$ cat src/rtl/object_fetch.sv
// -----------------------------------------------------------------------------
// object_fetch
//   Holds a table of NUM_OBJ sprite descriptors {h, w, base}. On each request it
//   looks up one descriptor and streams the sprite's ROM addresses in raster
//   order. Each beat carries its pixel coordinate.
//
//   Ports
//     clk, rst           clock (rising edge), synchronous active-high reset
//     cfg_we, cfg_*      descriptor write port (ids >= NUM_OBJ are dropped)
//     req_*              fetch request handshake (req_ready only while idle)
//     pix_*              pixel address stream (valid/ready, pix_last on final beat)
//     done, err          one-cycle completion pulse; err qualifies a rejected
//                        request (bad id or empty sprite)
//
//   Build option
//     OBJECT_FETCH_MIRROR_EN  when defined, req_flip=1 mirrors each row
//                             horizontally (addresses walk right-to-left).
// -----------------------------------------------------------------------------
module object_fetch #(
    parameter int NUM_OBJ = 36,
    parameter int ID_W    = 6,
    parameter int DIM_W   = 11,
    parameter int ADDR_W  = 19
) (
    input  logic              clk,
    input  logic              rst,
    input  logic              cfg_we,
    input  logic [ID_W-1:0]   cfg_id,
    input  logic [DIM_W-1:0]  cfg_h,
    input  logic [DIM_W-1:0]  cfg_w,
    input  logic [ADDR_W-1:0] cfg_addr,
    input  logic              req_valid,
    output logic              req_ready,
    input  logic [ID_W-1:0]   req_id,
    input  logic              req_flip,
    output logic              pix_valid,
    input  logic              pix_ready,
    output logic [ADDR_W-1:0] pix_addr,
    output logic [DIM_W-1:0]  pix_x,
    output logic [DIM_W-1:0]  pix_y,
    output logic              pix_last,
    output logic              done,
    output logic              err
);

    // One extra bit so NUM_OBJ == 2**ID_W still compares correctly.
    localparam logic [ID_W:0] NUM_OBJ_C = (ID_W+1)'(NUM_OBJ);

    typedef enum logic [1:0] {S_IDLE, S_LOOKUP, S_STREAM} state_t;

    // ---------------- descriptor table ----------------
    logic [DIM_W-1:0]  h_mem    [NUM_OBJ];
    logic [DIM_W-1:0]  w_mem    [NUM_OBJ];
    logic [ADDR_W-1:0] base_mem [NUM_OBJ];

    logic cfg_ok;
    assign cfg_ok = ({1'b0, cfg_id} < NUM_OBJ_C);

    always_ff @(posedge clk) begin
        if (rst) begin
            for (int i = 0; i < NUM_OBJ; i++) begin
                h_mem[i]    <= '0;
                w_mem[i]    <= '0;
                base_mem[i] <= '0;
            end
        end else if (cfg_we && cfg_ok) begin
            h_mem[cfg_id]    <= cfg_h;
            w_mem[cfg_id]    <= cfg_w;
            base_mem[cfg_id] <= cfg_addr;
        end
    end

    // ---------------- fetch state ----------------
    state_t            state_q;
    logic [ID_W-1:0]   id_q;
    logic [DIM_W-1:0]  h_q, w_q, x_q, y_q;
    logic [ADDR_W-1:0] row_q;     // base + y*w, kept incrementally
    logic [ADDR_W-1:0] addr_q;
    logic              ready_q, valid_q, last_q, done_q, err_q;

    // Lookup reads the table's registered contents, so a same-cycle cfg write
    // to this id is not seen; out-of-range ids read as an empty sprite.
    logic              id_ok;
    logic [DIM_W-1:0]  lk_h, lk_w;
    logic [ADDR_W-1:0] lk_base;
    assign id_ok   = ({1'b0, id_q} < NUM_OBJ_C);
    assign lk_h    = id_ok ? h_mem[id_q]    : '0;
    assign lk_w    = id_ok ? w_mem[id_q]    : '0;
    assign lk_base = id_ok ? base_mem[id_q] : '0;

    logic [ADDR_W-1:0] w_ext, first_addr, next_row_addr, step_addr;
    assign w_ext = ADDR_W'(w_q);

`ifdef OBJECT_FETCH_MIRROR_EN
    logic flip_q;
    always_ff @(posedge clk) begin
        if (rst)
            flip_q <= 1'b0;
        else if (state_q == S_IDLE && req_valid)
            flip_q <= req_flip;
    end
    // Mirrored rows start at the right edge and walk down by one.
    assign first_addr    = flip_q ? lk_base + ADDR_W'(lk_w) - 1'b1 : lk_base;
    assign next_row_addr = flip_q ? row_q + w_ext + w_ext - 1'b1 : row_q + w_ext;
    assign step_addr     = flip_q ? addr_q - 1'b1 : addr_q + 1'b1;
`else
    logic unused_flip;
    assign unused_flip   = req_flip;
    assign first_addr    = lk_base;
    assign next_row_addr = row_q + w_ext;
    assign step_addr     = addr_q + 1'b1;
`endif

    always_ff @(posedge clk) begin
        if (rst) begin
            state_q <= S_IDLE;
            id_q    <= '0;
            h_q     <= '0;
            w_q     <= '0;
            x_q     <= '0;
            y_q     <= '0;
            row_q   <= '0;
            addr_q  <= '0;
            ready_q <= 1'b1;
            valid_q <= 1'b0;
            last_q  <= 1'b0;
            done_q  <= 1'b0;
            err_q   <= 1'b0;
        end else begin
            done_q <= 1'b0;
            err_q  <= 1'b0;
            case (state_q)
                S_IDLE: begin
                    if (req_valid) begin
                        id_q    <= req_id;
                        ready_q <= 1'b0;
                        state_q <= S_LOOKUP;
                    end
                end
                S_LOOKUP: begin
                    if (!id_ok || lk_h == '0 || lk_w == '0) begin
                        done_q  <= 1'b1;
                        err_q   <= 1'b1;
                        ready_q <= 1'b1;
                        state_q <= S_IDLE;
                    end else begin
                        h_q     <= lk_h;
                        w_q     <= lk_w;
                        x_q     <= '0;
                        y_q     <= '0;
                        row_q   <= lk_base;
                        addr_q  <= first_addr;
                        last_q  <= (lk_h == DIM_W'(1)) && (lk_w == DIM_W'(1));
                        valid_q <= 1'b1;
                        state_q <= S_STREAM;
                    end
                end
                S_STREAM: begin
                    if (pix_ready) begin
                        if (last_q) begin
                            valid_q <= 1'b0;
                            last_q  <= 1'b0;
                            done_q  <= 1'b1;
                            ready_q <= 1'b1;
                            state_q <= S_IDLE;
                        end else if (x_q == w_q - 1'b1) begin
                            // End of row: jump to start of the next row.
                            x_q    <= '0;
                            y_q    <= y_q + 1'b1;
                            row_q  <= row_q + w_ext;
                            addr_q <= next_row_addr;
                            last_q <= (w_q == DIM_W'(1)) && (y_q + 1'b1 == h_q - 1'b1);
                        end else begin
                            x_q    <= x_q + 1'b1;
                            addr_q <= step_addr;
                            last_q <= (x_q + 1'b1 == w_q - 1'b1) && (y_q == h_q - 1'b1);
                        end
                    end
                end
                default: begin
                    ready_q <= 1'b1;
                    valid_q <= 1'b0;
                    state_q <= S_IDLE;
                end
            endcase
        end
    end

    assign req_ready = ready_q;
    assign pix_valid = valid_q;
    assign pix_addr  = addr_q;
    assign pix_x     = x_q;
    assign pix_y     = y_q;
    assign pix_last  = last_q;
    assign done      = done_q;
    assign err       = err_q;

endmodule

$ cat config.mk
export PLATFORM = sky130hd
export DESIGN_NAME = object_fetch
export DESIGN_NICKNAME = d
export VERILOG_FILES = /design/src/rtl/object_fetch.sv
export SDC_FILE = /design/constraint.sdc
export NUM_CORES = 2
export LEC_CHECK = 0
export ABC_AREA = 0
export BUFFER_PORTS_ARGS = -buffer_cell sky130_fd_sc_hd__buf_2
export CAP_MARGIN = 10
export CORE_MARGIN = 2
export CORE_UTILIZATION = 65
export DETAILED_ROUTE_END_ITERATION = 10
export PLACE_DENSITY = 0.81
export SYNTH_ARGS = -nofsm -noshare
export SYNTH_HDL_FRONTEND = slang
export SYNTH_SLANG_ARGS = --single-unit
$ cat constraint.sdc
create_clock -name clk -period 9.11 [get_ports clk]
set_input_delay 0.4555 -clock clk [delete_from_list [all_inputs] [get_ports clk]]
set_output_delay 0.4555 -clock clk [all_outputs]
set_load 0.02 [all_outputs]
==> run_results.csv <==
group,metric,value,unit
placed_design,place_area,124000,sq um
clocking,cts_setup_buffers,0,
floorplan,start_util,65.6,%
grt,first_global_vias,67500,
pwr,ir_worst_vdd,0.225,mV
sta,fin_ws,2.98,ns
run_status,run_status,"completed",
setup_path,crit_top_cell,"buf_4",
floorplan,rows,155,
sta,slew_headroom,9.90,%
placed_design,dp_slack,3.14,ns
placed_design,place_hpwl,166000,um
placed_design,port_buffers,103,
min_path,hp-class,"input pin to flip-flop",
floorplan,die_x,429,um
clocking,clock_latency,0.93,ns
sta,tightest_slew,1.35,ns
setup_path,critPathKind,"flip-flop to flip-flop",
logic_synthesis,ys.flop_type,"edfxtp_1",
clocking,clk_pin_slew,0.06,ns
logic_synthesis,synth_seq_cells,2725,
routing,wirelength,303000,um
clocking,cts.htree.levels,5,
logic_synthesis,yosysSeqAreaShare,68.9,%
grt,antenna_found_initial,26,
final_layout,instances_no_fill,10500,
placed_design,gp_congestion,0.876,
clocking,cts.sinks,2725,
floorplan,io_pins,105,
logic_synthesis,synthMuxAreaShare,15.3,%
sta,hold_viol_final,0,
sta,report.final.slew_viol_count,0,
setup_path,required,9.88,ns
logic_synthesis,synth_fa_ha_area_share,0.230,%
pwr,power_per_cell_area,217,nW/um^2
logic_synthesis,synthCells,6751,
setup_path,worstPathBufferInverterCount,3,
setup_path,crit_path_end_kind,"flip-flop",
sta,tns,0,ns
logic_synthesis,synth-simple-area-share,10.3,%
setup_path,worstPathArrival,6.90,ns
setup_path,crit_path_max_fanout,38,
final_layout,area_delta_synth_final,13.6,%
sta,setup_violations,0,
setup_path,slowest_delay,0.77,ns
routing,ant_nets,0,
logic_synthesis,synth_edf_count,2624,
sta,finalClockSkew,0.0378,ns
final_layout,nets,7981,
sta,period_needed,6.13,ns
routing,vias_per_cell,6.33,
routing,post_drt_wl_per_cell,29.0,um
final_layout,drive_gt1_share,18.0,%
grt,track_usage,33.3,%
logic_synthesis,yosysUniqueCellTypes,88,
grt,grt_pass1_wl,439000,um
final_layout,fillers,10200,
placed_design,dp.cells,9955,
setup_path,critPathLaunchType,"flip-flop",
clocking,cts_tree,"yes",
setup_path,cp_cell_sequence,"buf_4, buf_4, mux4_2, mux2_2, o21ai_0, a31oi_1, or4_1, nor3_1, a2111oi_4, buf_4, o311ai_0",
sta,fmax,163,MHz
sta,rsz0062_at_grt,"false",
sta,min_period_over_period,67.3,%
logic_synthesis,ys.warnings.count,0,
floorplan,die_area,184000,sq um
floorplan,die_h,429,um
setup_path,critical-path-top-delay-family,"buffers and inverters",
routing,route.detailed.drc,0,
final_layout,fin_area,133000,sq um
clocking,root_buffer,"clkbuf_16",
floorplan,core,179000,sq um
logic_synthesis,synth.avg_cell_area,17.4,sq um
logic_synthesis,synth_area,117000,sq um
logic_synthesis,synth_xor_area_share,0.702,%
routing,first_pass_iters,6,
routing,vias,66200,
sta,hold_ws,0.178,ns
setup_path,r2r_slack,2.98,ns
job,cap_violations,0,
logic_synthesis,synth_compound_area_share,2.32,%
routing,drt_iter0_markers,9872,
logic_synthesis,synth_async_sr_flop_share,0,%
clocking,cts_buffers,288,
setup_path,cp_slowest_cell,"buf_4",
pwr,p_leak,46.6,nW
grt,grt_max_degree,120,
clocking,cts_buffer_depth,4,
logic_synthesis,synth_top_family_by_area,"multiplexers",
grt,grt_overflow,0,
## metal layers
metal / vias up / share of wire (%) / track usage (%)
met2: 4635 / 47 / 52.7
met3: 1136 / 13 / 7.46
met4: 14 / 7.2 / 20.5
met5: - / 0.029 / 0
met1: 33300 / 33 / 42.5
li1: 27200 / - / -
## through the flow
stage | total power, mW | utilization, %
after floorplan | 17.0 | -
after global placement | 17.9 | 69.6
after detailed placement | 18.0 | 69.6
after CTS | 28.9 | 74.5
after global routing | 29.6 | 74.5
final | 28.9 | 74.5
## cell usage in the layout (no fill, tap or decap), drive strengths merged, types with 19 or more instances in the layout
cell    count
buf       251
nor2b      21
mux2i     159
and3       24
mux2       19
xor2       31
nor3       37
and2     1493
ha         20
xnor2      63
a21oi      52
a211oi     35
conb     1148
nand4      22
clkbuf    373
nand2     137
o22ai      22
a22oi      43
edfxtp   2624
o21ai      90
nor2      161
clkinv     84
diode      19
mux4      715
nand3      71
inv        31
dfxtp     101
## cell families (layout without fill, tap and decap cells)
group                      Yosys count  in the layout
buffers and inverters              578            768
other                                1           1167
and+or+nand+nor                   2053           2053
muxes                              893            893
adders and majority gates           21             21
xor gates and xnor gates            94             94
AOI/OAI and AO/OA                  386            386
DFF                               2725           2725
## final timing paths
kind                            cells after the start   endpoint       from
worst max-delay path                               11  req_ready  flip-flop
worst min-delay path                                2   pix_x[8]        rst
worst max register to register                     11  req_ready  flip-flop
worst min register to register                      2   row_q[2]   row_q[2]
## cell type report
cell class / count / area [sq um] / share of cell area [%]
multi-input combinational: 4595 / 38800 / 29.1
tap: 2355 / 2950 / 2.21
sequential: 2725 / 80800 / 60.7
clock buffer: 373 / 7760 / 5.82
inverter: 30 / 118 / 0.0883
timing repair buffer: 261 / 1860 / 1.40
antenna: 19 / 47.5 / 0.0357
clock inverter: 104 / 853 / 0.640
## worst reg2reg max path, stage by stage, from the launching register on
cell,delay (ns)
dfxtp_4,0.70
buf_4,0.64
buf_4,0.81
mux4_2,0.64
mux2_2,0.27
o21ai_0,0.51
a31oi_1,0.22
or4_1,0.57
nor3_1,0.57
a2111oi_4,0.33
buf_4,0.32
o311ai_0,0.42
## synth_stat cells, types with 15 or more instances
master	n	share of area, %
o22ai_1	22	0.12
clkbuf_1	365	1.2
nor4_1	16	0.085
buf_6	37	0.36
ha_1	20	0.21
mux4_2	715	14
nand4_1	22	0.12
xnor2_1	63	0.47
nor2b_1	21	0.11
nor3_1	34	0.15
mux2i_1	159	1.4
xor2_1	31	0.23
edfxtp_1	2624	67
dfxtp_1	101	1.7
buf_2	89	0.38
and2_1	1492	8.0
a21oi_1	52	0.22
inv_1	27	0.086
a22oi_1	43	0.28
a211oi_1	28	0.18
nand3_1	70	0.30
buf_1	22	0.070
nand2_1	137	0.44
buf_4	34	0.22
mux2_2	19	0.18
o21ai_0	82	0.35
and3_1	24	0.13
o211ai_1	16	0.10
nor2_1	159	0.51
a32o_1	15	0.13
## flip-flops by register name, summed over array words and instances (netlist names), 19 cells and up, named ones only
| register | flops |
|---|---|
| base_mem | 1216 |
| h_mem | 704 |
| pix_addr | 19 |
| row_q | 19 |
| w_mem | 704 |
## power breakdown
part | internal (mW) | switching (mW)
Sequential | 14.6 | 0.298
Clock | 6.38 | 4.60
Combinational | 1.17 | 1.82
Total | 22.1 | 6.72
## what timing repair did
item,in CTS,in global routing
hold endpoints to repair,15,0
gates resized for setup,0,0
hold buffers,10,0
Power figures use the tool's default switching activity.
